$ cat src/rtl/barrel_pkg.sv
// barrel_pkg
//   Shared definitions for the barrel_shifter / barrel_unshifter pair.
//   - BARREL_WIDTH / BARREL_AMT_W : default data and rotate-amount widths
//   - state_t                     : control FSM encoding of barrel_unshifter
package barrel_pkg;

   localparam int unsigned BARREL_WIDTH = 8;
   localparam int unsigned BARREL_AMT_W = 3;

   // The unused code 2'b11 is steered back to IDLE by the FSM default branch.
   typedef enum logic [1:0] {
      IDLE  = 2'b00,
      SHIFT = 2'b01,
      DONE  = 2'b10
   } state_t;

endpackage

$ cat src/rtl/barrel_unshifter_rot1_step.sv
// rot1_step
//   Combinational single-position rotator.
//   Ports:
//     dir    : 0 = rotate right by one, 1 = rotate left by one
//     data   : input word
//     result : rotated word
module rot1_step #(
   parameter int unsigned WIDTH = 8
) (
   input  logic             dir,
   input  logic [WIDTH-1:0] data,
   output logic [WIDTH-1:0] result
);

   always_comb begin
      if (dir) begin
         result = {data[WIDTH-2:0], data[WIDTH-1]};
      end else begin
         result = {data[0], data[WIDTH-1:1]};
      end
   end

endmodule

$ cat src/rtl/barrel_unshifter.sv
// barrel_unshifter
//   Sequential inverse of the left-rotating barrel_shifter. A job (word,
//   amount, direction) is accepted on a valid/ready handshake, rotated one
//   bit position per clock, and the result is offered on an output
//   valid/ready handshake. All outputs are register decodes.
//   Ports:
//     clk, rst             : clock, asynchronous active-high reset
//     in_valid / in_ready  : input handshake (in_ready high only in IDLE)
//     in_data              : rotated word
//     in_amt               : positions to rotate
//     in_dir               : 0 = rotate right, 1 = rotate left
//     out_valid / out_ready: output handshake (out_valid high only in DONE)
//     out_data             : restored word, held stable while in DONE
module barrel_unshifter
   import barrel_pkg::*;
#(
   parameter int unsigned WIDTH = BARREL_WIDTH,
   parameter int unsigned AMT_W = BARREL_AMT_W
) (
   input  logic             clk,
   input  logic             rst,
   input  logic             in_valid,
   output logic             in_ready,
   input  logic [WIDTH-1:0] in_data,
   input  logic [AMT_W-1:0] in_amt,
   input  logic             in_dir,
   output logic             out_valid,
   input  logic             out_ready,
   output logic [WIDTH-1:0] out_data
);

   state_t             state, state_nxt;
   logic [WIDTH-1:0]   data_r, data_nxt;
   logic [AMT_W-1:0]   cnt_r, cnt_nxt;
   logic               dir_r, dir_nxt;
   logic [WIDTH-1:0]   rot_out;

   rot1_step #(
      .WIDTH (WIDTH)
   ) u_rot1_step (
      .dir    (dir_r),
      .data   (data_r),
      .result (rot_out)
   );

   always_ff @(posedge clk or posedge rst) begin
      if (rst) begin
         state  <= IDLE;
         data_r <= '0;
         cnt_r  <= '0;
         dir_r  <= 1'b0;
      end else begin
         state  <= state_nxt;
         data_r <= data_nxt;
         cnt_r  <= cnt_nxt;
         dir_r  <= dir_nxt;
      end
   end

   always_comb begin
      state_nxt = state;
      data_nxt  = data_r;
      cnt_nxt   = cnt_r;
      dir_nxt   = dir_r;
      case (state)
         IDLE: begin
            if (in_valid) begin
               data_nxt  = in_data;
               cnt_nxt   = in_amt;
               dir_nxt   = in_dir;
               state_nxt = (in_amt == '0) ? DONE : SHIFT;
            end
         end
         SHIFT: begin
            data_nxt = rot_out;
            cnt_nxt  = cnt_r - AMT_W'(1);
            // Last step happens on the edge where the counter still reads 1.
            if (cnt_r == AMT_W'(1)) begin
               state_nxt = DONE;
            end
         end
         DONE: begin
            if (out_ready) begin
               state_nxt = IDLE;
            end
         end
         default: begin
            state_nxt = IDLE;
         end
      endcase
   end

   assign in_ready  = (state == IDLE);
   assign out_valid = (state == DONE);
   assign out_data  = data_r;

endmodule
$ cat config.mk
export PLATFORM = sky130hd
export DESIGN_NAME = barrel_unshifter
export DESIGN_NICKNAME = d
export VERILOG_FILES = /design/src/rtl/barrel_pkg.sv /design/src/rtl/barrel_unshifter_rot1_step.sv /design/src/rtl/barrel_unshifter.sv
export SDC_FILE = /design/constraint.sdc
export NUM_CORES = 1
export LEC_CHECK = 0
export ABC_AREA = 1
export BUFFER_PORTS_ARGS = -buffer_cell sky130_fd_sc_hd__buf_2
export CAP_MARGIN = 20
export CELL_PAD_IN_SITES_DETAIL_PLACEMENT = 1
export CELL_PAD_IN_SITES_GLOBAL_PLACEMENT = 1
export CORE_MARGIN = 3
export CORE_UTILIZATION = 28
export DETAILED_ROUTE_END_ITERATION = 12
export PLACE_DENSITY = 0.71
export SLEW_MARGIN = 5
export SYNTH_ARGS = -nofsm -noshare
export SYNTH_HDL_FRONTEND = slang
export SYNTH_SLANG_ARGS = --single-unit
$ cat constraint.sdc
create_clock -name clk -period 1.65 [get_ports clk]
set_input_delay 0.165 -clock clk [delete_from_list [all_inputs] [get_ports clk]]
set_output_delay 0.165 -clock clk [all_outputs]
set_load 0.05 [all_outputs]
# After elaboration in Yosys (flattened, before gate mapping)
# Index checks and enable logic that the tools add are counted.
# word_totals
regBits	14
latch_bits	0
ramBits	0
rom_bits	0
inputBits	16
output_inout_bits	10
elab_cells	27
n_memories	0
# op_classes
addsub	1
multipliers	0
n_div	0
magnitude_cmp	0
n_eq_ne	6
n_shift	0
n_mux	10
n_bitwise	0
reduce_logical	6
# ops
cell	n
$mux W8	2
$pmux W8 S2	1
$mux W2	4
$pmux W2 S3	1
$pmux W3 S2	1
$ne A2 B2 Y1 const B	2
$reduce_and A2 Y1	2
$eq A3 B1 Y1 const B	1
$logic_not A3 Y1	1
$mux W3	1
$reduce_and A3 Y1	1
$sub A3 B1 Y3 const B	1
$eq A2 B1 Y1 const B	1
$eq A2 B2 Y1 const B	1
$logic_not A2 Y1	1
$ne A2 B1 Y1 const B	1
$reduce_bool A2 Y1	1

# Logic depth before layout (Yosys ltp)
# Gate-level depths: netlist (run 1).
# logic_depth
word_depth	4
mapped_depth	7

# Cells and area by module
# A second synthesis (run 1) with hierarchy kept.
# unflattened
cells_unflattened	143
area_unflattened_um2	950.9
# modules_own_cells
mod	instances	cells_each	area_each_um2
barrel_unshifter	1	117	845.8
rot1_step	1	26	105.1

# Worst setup path after synthesis (run 1)
# Ideal clock, no wire load.
# synth_timing
path_type	flip-flop to flip-flop
from	register state[1]
to	register dir_r
t_arrival_ns	1.483
t_required_ns	1.524
path_slack_ns	0.042
path_stages_with_launch	5
path_buffers	0
synth_period_minus_slack_ns	1.608
path_cell_list	dfrtp_1 nor2_1 nand2_1 nor2_1 a21oi_1
# synth_via
elab_chain_len	2
# synth_rtl
element	line	source
start, declared	barrel_unshifter.sv:32	state_t state, state_nxt;
start signal, assigned	barrel_unshifter.sv:53	state <= state_nxt;
$logic_not A2 Y1	-	
via in_ready	barrel_unshifter.sv:23	output logic in_ready,
$reduce_and A2 Y1 (no source line)	-	
end signal, assigned	barrel_unshifter.sv:56	dir_r <= dir_nxt;
end, declared	barrel_unshifter.sv:35	logic dir_r, dir_nxt;
# The timed path passes the listed nets, and every way through them passes these cells.
# A chain may end at the register's enable or synchronous reset.

# Worst setup path after layout (run 1)
# layout_timing
from	register state[0]
to	output port in_ready
# layout_via
elab_chain_len	1
# layout_rtl
element	line	source
$logic_not A2 Y1	barrel_unshifter.sv:93	assign in_ready = (state == IDLE);
end, declared	barrel_unshifter.sv:23	
# No other way between the ends.

==> run_results.csv, run 1 <==
group,metric,value,unit
outcome,status,"complete, no violations",
finish,syn2layout_area_growth,22.7,%
synth,syn-cell-area,933,µm²
sta,worst_pin_slew,0.608,ns
clock_network,cts_tree,"built",
sta,fmax,0.650,GHz
synth,netlist_instances,149,
sta,hold_ws,0.151,ns
floorplan,fp.dieH,63.7,µm
grt,grt-ovfl-total,0,
placement,port_buffers,25,
critical_path,slowest_delay,0.50,ns
critical_path,start_kind,"flip-flop",
route,vias,970,
critical_path,critPathMaxFanout,8,
sta,finalMaxSlewViolations,0,
finish,drive_gt1_frac,0.198,
synth,synth.distinct_cells,14,
route,vias_per_cell,4.39,
route,antenna_left,0,
clock_network,cts_resized,0,
critical_path,worstSetupPathType,"reg -> out",
clock_network,htreeDepth,1,
clock_network,clk_pin_slew,0.10,ns
floorplan,start_util,0.298,
sta,fin_setup_tns,0,ns
grt,grt_pass1_vias,1021,
power_and_ir_drop,leakage,0.000664,µW
clock_network,clockBufferDepth,2,
sta,fin_crit_sh,0.933,
grt,grt_pass1_wl,4350,µm
hold_path,hp-class,"in -> reg",
sta,finalHoldViolCount,0,
synth,syn_avg_cell_area,6.26,µm²
route,wl_met2,1180,µm
critical_path,cp_slowest_cell,"dfrtp_1",
grt,grt.total_usage,0.134,
clock_network,worstSkewPairLatency,0.29,ns
flow_run,drv_cap,0,
sta,finalClockSkew,0.00428,ns
sta,setup_viol,0,
synth,yosysWarnings,0,
route,met1Wirelength,1120,µm
route,drc,0,
grt,grt_max_degree,21,
power_and_ir_drop,ir_worst_vdd,0.000817,V
critical_path,crit_arrival,1.37,ns
placement,hpwl,1880,µm
floorplan,dieArea,0.00406,mm²
clock_network,cts-buffers-inserted,3,
critical_path,worstPathRequired,1.48,ns
finish,finalNetCount,196,
floorplan,die_w,63.7,µm
route,drtIter0Drc,13,
route,wl_met3,98,µm
placement,place_congestion,0.802,
route,dr.max_layer_used,"met4",
clock_network,root_buffer,"clkbuf_4",
sta,finalCriticalPeriod,1.54,ns
finish,num_antenna_cells,0,
critical_path,path_cells,"nor2_1 > buf_2",
power_and_ir_drop,p_per_area,2210,mW/mm²
floorplan,coreArea,0.00313,mm²
synth,synth_seq_cells,14,
finish,fillCellCount,430,
sta,rsz0062_at_grt,"false",
synth,synth_nets,167,
clock_network,clkSinkCount,14,
synth,ys_seq_area_frac,0.375,
route,drt_wl_total,2440,µm
floorplan,rows,20,
route,dr.pass1.iters,4,
route,wire_per_inst,11.0,µm
grt,antenna_found_initial,0,
critical_path,end_kind,"output pin",
floorplan,ios,26,
sta,max-slew-margin-rel,0.594,
critical path: cells and delay by family (launching register included):
kind          cells  cell delay (ns)
flops             1             0.50
buf+inv           1             0.32
simple gates      1             0.28
cells by family (layout without fill, tap and decap cells):
kind of cell	Yosys count	after routing	share of synthesized area
buf+inv	41	69	0.181
flops	14	14	0.375
compound gates	15	15	0.0844
fa+ha+maj	2	2	0.0268
simple gates	77	77	0.332
cells in the final DEF (no fill, tap or decap):
master,synthesis,layout
inv_2,2,2
buf_2,0,25
inv_1,26,26
buf_4,4,2
o21ai_0,3,3
dfrtp_1,14,14
ha_1,2,2
dlygate4sd3_1,0,1
nand3_1,11,11
nor2_4,1,1
clkbuf_8,0,1
nand2_1,45,45
o21ai_2,1,1
nor2_1,20,20
clkinv_1,9,9
clkbuf_4,0,3
o21ai_1,1,1
a21oi_1,10,10
power by group:
part           internal [µW]  switching, µW  leakage, µW  total [µW]
combinational            439           1160     0.000480        1600
clock                    134            129    0.0000210         264
sequential               519            149     0.000163         668
routing by layer:
| layer | track usage | vias up |
|---|---|---|
| met5 | 0 | - |
| met4 | 0.0485 | 0 |
| met3 | 0.0228 | 4 |
| met2 | 0.245 | 22 |
| met1 | 0.155 | 453 |
| li1 | - | 491 |
what timing repair did:
| action | 4_1_cts | 5_1_grt |
|---|---|---|
| hold buffers | 1 | 0 |
| buffers inserted | 0 | 0 |
| hold endpoints to repair | 14 | 0 |
state kept, by name, indices dropped and copies added, names as in the netlist:
register / flops
dir_r: 1
state: 2
out_data: 8
cnt_r: 3
layout make-up:
type                            instances  area (µm²)  share of cell area
Multi-Input combinational cell         94         414               0.362
Sequential cell                        14         350               0.306
Timing Repair Buffer                   28         150               0.131
Inverter                               37         139               0.121
Tap cell                               44        55.1              0.0481
Clock buffer                            4        36.3              0.0317
cells in the mapped netlist:
master | instances | share of area
clkinv_1 | 9 | 0.036
dfrtp_1 | 14 | 0.38
a21oi_1 | 10 | 0.054
buf_4 | 4 | 0.032
inv_1 | 26 | 0.10
o21ai_0 | 3 | 0.016
o21ai_2 | 1 | 0.0094
o21ai_1 | 1 | 0.0054
nand2_1 | 45 | 0.18
ha_1 | 2 | 0.027
inv_2 | 2 | 0.0080
nor2_4 | 1 | 0.012
nand3_1 | 11 | 0.059
nor2_1 | 20 | 0.080
worst paths after layout:
path	startpoint	depth (start not counted)	slack, ns	endpoint
worst max-delay path	state[0]	2	0.11	in_ready
worst min-delay path	in_dir	3	0.15	dir_r
worst max register to register	state[0]	4	0.36	state[0]
worst min register to register	cnt_r[1]	2	0.50	cnt_r[1]
max in group asynchronous	rst	3	0.77	out_data[7]
min in group asynchronous	rst	3	0.48	cnt_r[2]
per-stage QoR:
stage / std cells / utilization / setup slack [ns] / instance area, µm² / total power (µW)
floorplan: 149 / - / 0.0416 / 933 / 1930
global placement: 216 / 0.351 / 0.420 / 1100 / 2240
detailed placement: 216 / 0.351 / 0.379 / 1100 / 2300
CTS: 221 / 0.366 / 0.107 / 1140 / 2580
global route: 221 / 0.366 / 0.0244 / 1140 / 2810
finish: 221 / 0.366 / 0.111 / 1140 / 2530
Note: power is estimated with default switching activity, not from simulation.
==> run 2: changes to the inputs <==
--- a/config.mk
+++ b/config.mk
@@ -10,11 +10,12 @@
 export CAP_MARGIN = 20
 export CELL_PAD_IN_SITES_DETAIL_PLACEMENT = 1
 export CELL_PAD_IN_SITES_GLOBAL_PLACEMENT = 1
+export CORE_ASPECT_RATIO = 0.9
 export CORE_MARGIN = 3
 export CORE_UTILIZATION = 28
 export DETAILED_ROUTE_END_ITERATION = 12
 export PLACE_DENSITY = 0.71
-export SLEW_MARGIN = 5
+export SLEW_MARGIN = 15
 export SYNTH_ARGS = -nofsm -noshare
 export SYNTH_HDL_FRONTEND = slang
 export SYNTH_SLANG_ARGS = --single-unit
==> run 2 against run 1 <==
  * First-iteration DRC count rose by 120%
  * Maximum frequency rose by 4.6%
  * Critical path depth rose by 2
  * Design area rose by 1.7%
  * Via count fell by 2.6%
  * Global-route usage barely moved
  * Worst setup slack improved by 0.067 ns
==> run_results.csv, run 2 (synthesis gave the netlist of run 1 again) <==
group,metric,value,unit
power_and_ir_drop,power_frac_seq,0.266,
route,dr.pass1.iters,4,
critical_path,r2r-start,"dir_r",
power_and_ir_drop,leakage,0.000671,µW
sta,finalMaxSlewViolations,0,
placement,place_congestion,0.782,
sta,finalHoldViolCount,0,
hold_path,hp-class,"in -> reg",
clock_network,cts_tree,"built",
sta,fin_setup_tns,0,ns
floorplan,die_w,66.9,µm
power_and_ir_drop,p_sw_frac,0.554,
placement,port_buffers,25,
floorplan,ios,26,
route,vias_per_cell,4.32,
grt,grt-ovfl-total,0,
grt,grt.total_usage,0.134,
critical_path,crit_arrival,1.31,ns
clock_network,clockBufferDepth,2,
power_and_ir_drop,power_switching,1460,µW
critical_path,r2r_end,"out_data[4]",
grt,grt_pass1_vias,984,
sta,max-slew-margin-rel,0.599,
route,drt_wl_total,2500,µm
critical_path,reg2reg_depth,4,
finish,finalNetCount,196,
finish,fin_util,0.374,
floorplan,rows,19,
power_and_ir_drop,ir_worst_vdd,0.000808,V
critical_path,worstPathRequired,1.48,ns
critical_path,start_kind,"flip-flop",
route,antenna_left,0,
sta,finalCriticalPeriod,1.47,ns
clock_network,clk_pin_slew,0.07,ns
power_and_ir_drop,power_frac_comb,0.604,
flow_run,drv_cap,0,
critical_path,path_cells,"inv_1 > nand2_1 > inv_1 > buf_2",
clock_network,cts_setup_buffers,0,
sta,fmax,0.679,GHz
grt,antenna_found_initial,0,
hold_path,min_from,"in_dir",
sta,finalClockSkew,0.00469,ns
critical_path,worstSetupPathType,"reg -> out",
route,wire_per_inst,11.4,µm
floorplan,coreArea,0.00311,mm²
route,vias,945,
route,drc,0,
floorplan,fp.dieH,60.8,µm
critical_path,end_kind,"output pin",
outcome,status,"complete, no violations",
clock_network,root_buffer,"clkbuf_8",
hold_path,hold_end,"dir_r",
critical_path,critPathMaxFanout,13,
floorplan,start_util,0.300,
route,drtIter0Drc,29,
finish,syn2layout_area_growth,24.8,%
sta,fin_crit_sh,0.892,
critical_path,rrSetupSlack,0.37,ns
critical_path,slowest_delay,0.51,ns
clock_network,cts-buffers-inserted,3,
finish,final_common_cell,"nand2_1",
sta,setup_viol,0,
finish,final_cell_mix,"45 x nand2_1, 26 x inv_1, 25 x buf_2",
power_and_ir_drop,p_per_area,2260,mW/mm²
placement,place_area,0.00110,mm²
clock_network,htreeDepth,1,
sta,rsz0062_at_grt,"false",
hold_path,min_path_cells,3,
grt,grt_pass1_wl,4130,µm
critical_path,cpMostUsedCell,"inv_1",
power_and_ir_drop,p_int,1180,µW
grt,grt_max_degree,15,
power_and_ir_drop,p_clk_frac,0.130,
clock_network,clkSinkCount,14,
finish,num_antenna_cells,0,
clock_network,worstSkewPairLatency,0.25,ns
floorplan,dieArea,0.00406,mm²
finish,fin_area,0.00116,mm²
finish,drive_gt1_frac,0.209,
critical_path,cp_slowest_cell,"dfrtp_2",
sta,worst_pin_slew,0.602,ns
placement,hpwl,1930,µm
finish,largest_reg_flops,8,
run 2: cell counts in the layout (fill, tap and decap cells not counted):
Identical to the previous run, type by type.
run 2: cell type report:
cell class              instances  area, µm²
well taps                      42       52.6
flip-flops and latches         14        352
inverters                      37        139
fillers                       418       1950
multi-input cells              94        417
repair buffers                 28        150
clock buffers                   4       55.1
run 2: what timing repair did:
action / CTS / global route
resized for setup: 0 / 2
endpoints found under the setup margin: 0 / 1
hold buffers: 1 / 0
hold endpoints to repair: 8 / 0
run 2: layer usage:
metal  share of wire  vias up  GRT usage
met5               0        -          0
met3           0.034        2     0.0241
met2            0.47       16      0.225
met1            0.48      436      0.170
li1                -      491          -
met4          0.0064        0     0.0549
run 2: how the worst max path moves through the flow:
stage               slack, ns        end  startpoint  cells after the start
floorplan                0.04      dir_r    state[1]                      4
global placement         0.30   cnt_r[2]    state[0]                      5
detailed placement       0.24   state[1]    state[0]                      5
CTS                      0.04   in_ready    state[0]                      2
global route             0.10  out_valid    state[0]                      4
finish                   0.18  out_valid    state[0]                      4
run 2: power groups by stage:
stage          clock [µW]  sequential (µW)  combinational (µW)
2_1_floorplan           0              981                 951
4_1_cts               359              696                1610
3_3_place_gp            0              692                1540
6_report              344              701                1590
3_5_place_dp            0              700                1610
5_1_grt               377              734                1790
run 2: metrics by stage:
| stage | instances | worst slack, ns | total power [µW] | hold WS [ns] |
|---|---|---|---|---|
| after CTS | 219 | 0.0416 | 2670 | 0.164 |
| after detailed placement | 214 | 0.243 | 2310 | 0.271 |
| after floorplan | 149 | 0.0416 | 1930 | 0.0542 |
| after global routing | 219 | 0.103 | 2900 | 0.210 |
| after global placement | 214 | 0.297 | 2230 | 0.268 |
| final | 219 | 0.178 | 2640 | 0.166 |
run 2: critical path: cells and delay by family (launching register included):
kind          cells  cell delay [ns]
simple gates      1             0.09
buf+inv           3             0.47
flops             1             0.51
==> run 3: changes to the inputs <==
--- a/config.mk
+++ b/config.mk
@@ -5,7 +5,7 @@
 export SDC_FILE = /design/constraint.sdc
 export NUM_CORES = 1
 export LEC_CHECK = 0
-export ABC_AREA = 1
+export ABC_AREA = 0
 export BUFFER_PORTS_ARGS = -buffer_cell sky130_fd_sc_hd__buf_2
 export CAP_MARGIN = 20
 export CELL_PAD_IN_SITES_DETAIL_PLACEMENT = 1
@@ -14,7 +14,7 @@
 export CORE_MARGIN = 3
 export CORE_UTILIZATION = 28
 export DETAILED_ROUTE_END_ITERATION = 12
-export PLACE_DENSITY = 0.71
+export PLACE_DENSITY = 0.67
 export SLEW_MARGIN = 15
 export SYNTH_ARGS = -nofsm -noshare
 export SYNTH_HDL_FRONTEND = slang
==> run 3 against run 2 <==
  * Via count is 25% lower
  * Area after synthesis shrank 13%
  * Design area is 15% lower
  * Largest power group unchanged
==> run_results.csv, run 3 <==
group,metric,value,unit
power_and_ir_drop,p_sw_frac,0.521,
route,vias,706,
grt,antenna_found_initial,0,
synth,netlist_instances,77,
finish,final_cell_mix,"25 x buf_2, 14 x dfrtp_1, 8 x mux2i_1",
synth,yosys.area.top_type,"dfrtp_1",
critical_path,end_kind,"output pin",
sta,finalCriticalPeriod,1.51,ns
synth,ys_seq_area_frac,0.433,
critical_path,slowest_delay,0.56,ns
power_and_ir_drop,power_frac_seq,0.336,
clock_network,clkSinkCount,14,
sta,finalHoldViolCount,0,
synth,synthAdderAreaFrac,0.0310,
power_and_ir_drop,p_clk_frac,0.085,
grt,grt.total_usage,0.127,
finish,regArea,350,µm²
critical_path,reg2reg_depth,3,
critical_path,cp_slowest_cell,"dfrtp_1",
synth,synth_commonest_cells,"14 x dfrtp_1, 8 x mux2i_1, 5 x nor2_1",
synth,synth_edf_count,0,
grt,grt_pass1_wl,3530,µm
power_and_ir_drop,leakage,0.000457,µW
sta,fin_crit_sh,0.913,
clock_network,cts_resized,0,
grt,grt_pass1_vias,734,
sta,setup_viol,0,
flow_run,drv_cap,0,
finish,finalNetCount,122,
clock_network,clockBufferDepth,2,
synth,synth.distinct_cells,29,
finish,syn2layout_area_growth,22.9,%
synth,synthSimpleGateAreaFrac,0.142,
sta,finalClockSkew,0.00393,ns
floorplan,die_w,62.6,µm
sta,finalMaxSlewViolations,0,
synth,synth_top_family_by_area,"compound AO/OA/AOI/OAI gates",
route,drt_wl_total,2120,µm
floorplan,dieArea,0.00357,mm²
synth,yosysMostFrequentCell,"dfrtp_1",
critical_path,crit_start,"state[1]",
synth,yosysWarnings,0,
synth,synth_seq_cells,14,
route,drtIter0Drc,12,
placement,hpwl,1640,µm
critical_path,critPathMaxFanout,13,
floorplan,rows,17,
synth,yosys-top-cells-area,"dfrtp_1 43%, mux2i_1 9.9%, o221a_1 4.2%",
floorplan,coreArea,0.00259,mm²
outcome,status,"complete, no violations",
clock_network,clk_pin_slew,0.09,ns
grt,grt-ovfl-total,0,
clock_network,root_buffer,"clkbuf_4",
critical_path,r2r-start,"state[0]",
power_and_ir_drop,ir_worst_vdd,0.000669,V
critical_path,rrSetupSlack,0.25,ns
clock_network,ctsHoldBuffers,1,
synth,synth_ff_type,"dfrtp_1",
synth,synth.area.mux_share,0.113,
power_and_ir_drop,p_per_area,2350,mW/mm²
critical_path,crit_arrival,1.34,ns
route,dr.pass1.iters,4,
grt,grt_max_degree,15,
finish,num_antenna_cells,0,
hold_path,hp-class,"in -> reg",
sta,rsz0062_at_grt,"false",
sta,worst_pin_slew,0.557,ns
floorplan,ios,26,
sta,hold_ws,0.0974,ns
floorplan,fp.dieH,57.0,µm
clock_network,cts_tree,"built",
synth,synth_top_area_share,0.433,
finish,drive_gt1_frac,0.333,
clock_network,htreeDepth,1,
placement,place_congestion,0.749,
finish,multiInputGateArea,423,µm²
synth,syn-cell-area,808,µm²
clock_network,cts-buffers-inserted,3,
synth,synthArstFlopShare,1.00,
finish,fillCellCount,311,
floorplan,start_util,0.311,
finish,final_common_cell,"buf_2",
power_and_ir_drop,power_switching,1220,µW
sta,fin_setup_tns,0,ns
critical_path,start_kind,"flip-flop",
route,wire_per_inst,15.2,µm
power_and_ir_drop,p_int,1120,µW
clock_network,worstSkewPairLatency,0.28,ns
critical_path,worstSetupPathType,"reg -> out",
critical_path,worstPathRequired,1.48,ns
finish,largest_reg_flops,8,
route,drc,0,
critical_path,r2r_end,"dir_r",
route,vias_per_cell,5.04,
sta,max-slew-margin-rel,0.628,
critical_path,cp-endpoint,"out_valid",
power_and_ir_drop,power_frac_comb,0.579,
sta,fmax,0.664,GHz
synth,syn_avg_cell_area,10.5,µm²
synth,synth-xor-area-share,0,
placement,port_buffers,25,
synth,synth_compound_area_frac,0.231,
clock_network,cts_setup_buffers,0,
synth,synth_nets,95,
critical_path,path_cells,"nor2b_2 > buf_2",
route,antenna_left,0,
[run 3: how the worst min path moves through the flow]
stage               depth (start not counted)     endpoint    from  slack, ns
floorplan                                   1     cnt_r[0]     rst       0.05
global placement                            2  out_data[3]     rst       0.24
detailed placement                          2  out_data[0]     rst       0.25
CTS                                         2        dir_r  in_dir       0.09
global route                                2        dir_r  in_dir       0.11
finish                                      2        dir_r  in_dir        0.1
[run 3: area by class of cell]
cell class / instances / share of cell area
Multi-Input combinational cell: 55 / 0.426
Timing Repair Buffer: 26 / 0.136
Sequential cell: 14 / 0.353
Tap cell: 38 / 0.0479
Inverter: 4 / 0.0151
Clock buffer: 3 / 0.0227
[run 3: routing by layer]
layer / up-vias / wire length, µm / track usage
li1: 340 / - / -
met1: 343 / 991 / 0.161
met2: 21 / 974 / 0.208
met3: 2 / 146 / 0.0453
met4: 0 / 10 / 0.0283
met5: - / 0 / 0
[run 3: worst max-delay path, delay by kind of cell (launching register included)]
kind                   cells  cell delay [ns]
buffers and inverters      1             0.27
and+or+nand+nor            1             0.22
DFF                        1             0.56
[run 3: logic make-up after synthesis]
family | count (synthesis)
buffers and inverters | 8
AOI/OAI and AO/OA | 23
DFF | 14
and+or+nand+nor | 21
adders and majority gates | 2
muxes | 9
[run 3: power groups by stage]
| stage | sequential (µW) | clock (µW) | combinational [µW] |
|---|---|---|---|
| 4_1_cts | 788 | 205 | 1370 |
| 3_3_place_gp | 784 | 0 | 1350 |
| 5_1_grt | 830 | 221 | 1470 |
| 3_5_place_dp | 795 | 0 | 1370 |
| 6_report | 786 | 198 | 1350 |
| 2_1_floorplan | 996 | 0 | 855 |
[run 3: stage by stage]
| stage | std cells | utilization | power [µW] | setup WS (ns) | area, µm² |
|---|---|---|---|---|---|
| after floorplan | 77 | - | 1850 | 0.0796 | 813 |
| after global routing | 140 | 0.383 | 2530 | 0.0493 | 993 |
| after global placement | 136 | 0.370 | 2130 | 0.283 | 961 |
| after CTS | 140 | 0.383 | 2370 | 0.140 | 993 |
| after detailed placement | 136 | 0.370 | 2160 | 0.267 | 961 |
| final | 140 | 0.383 | 2340 | 0.144 | 993 |
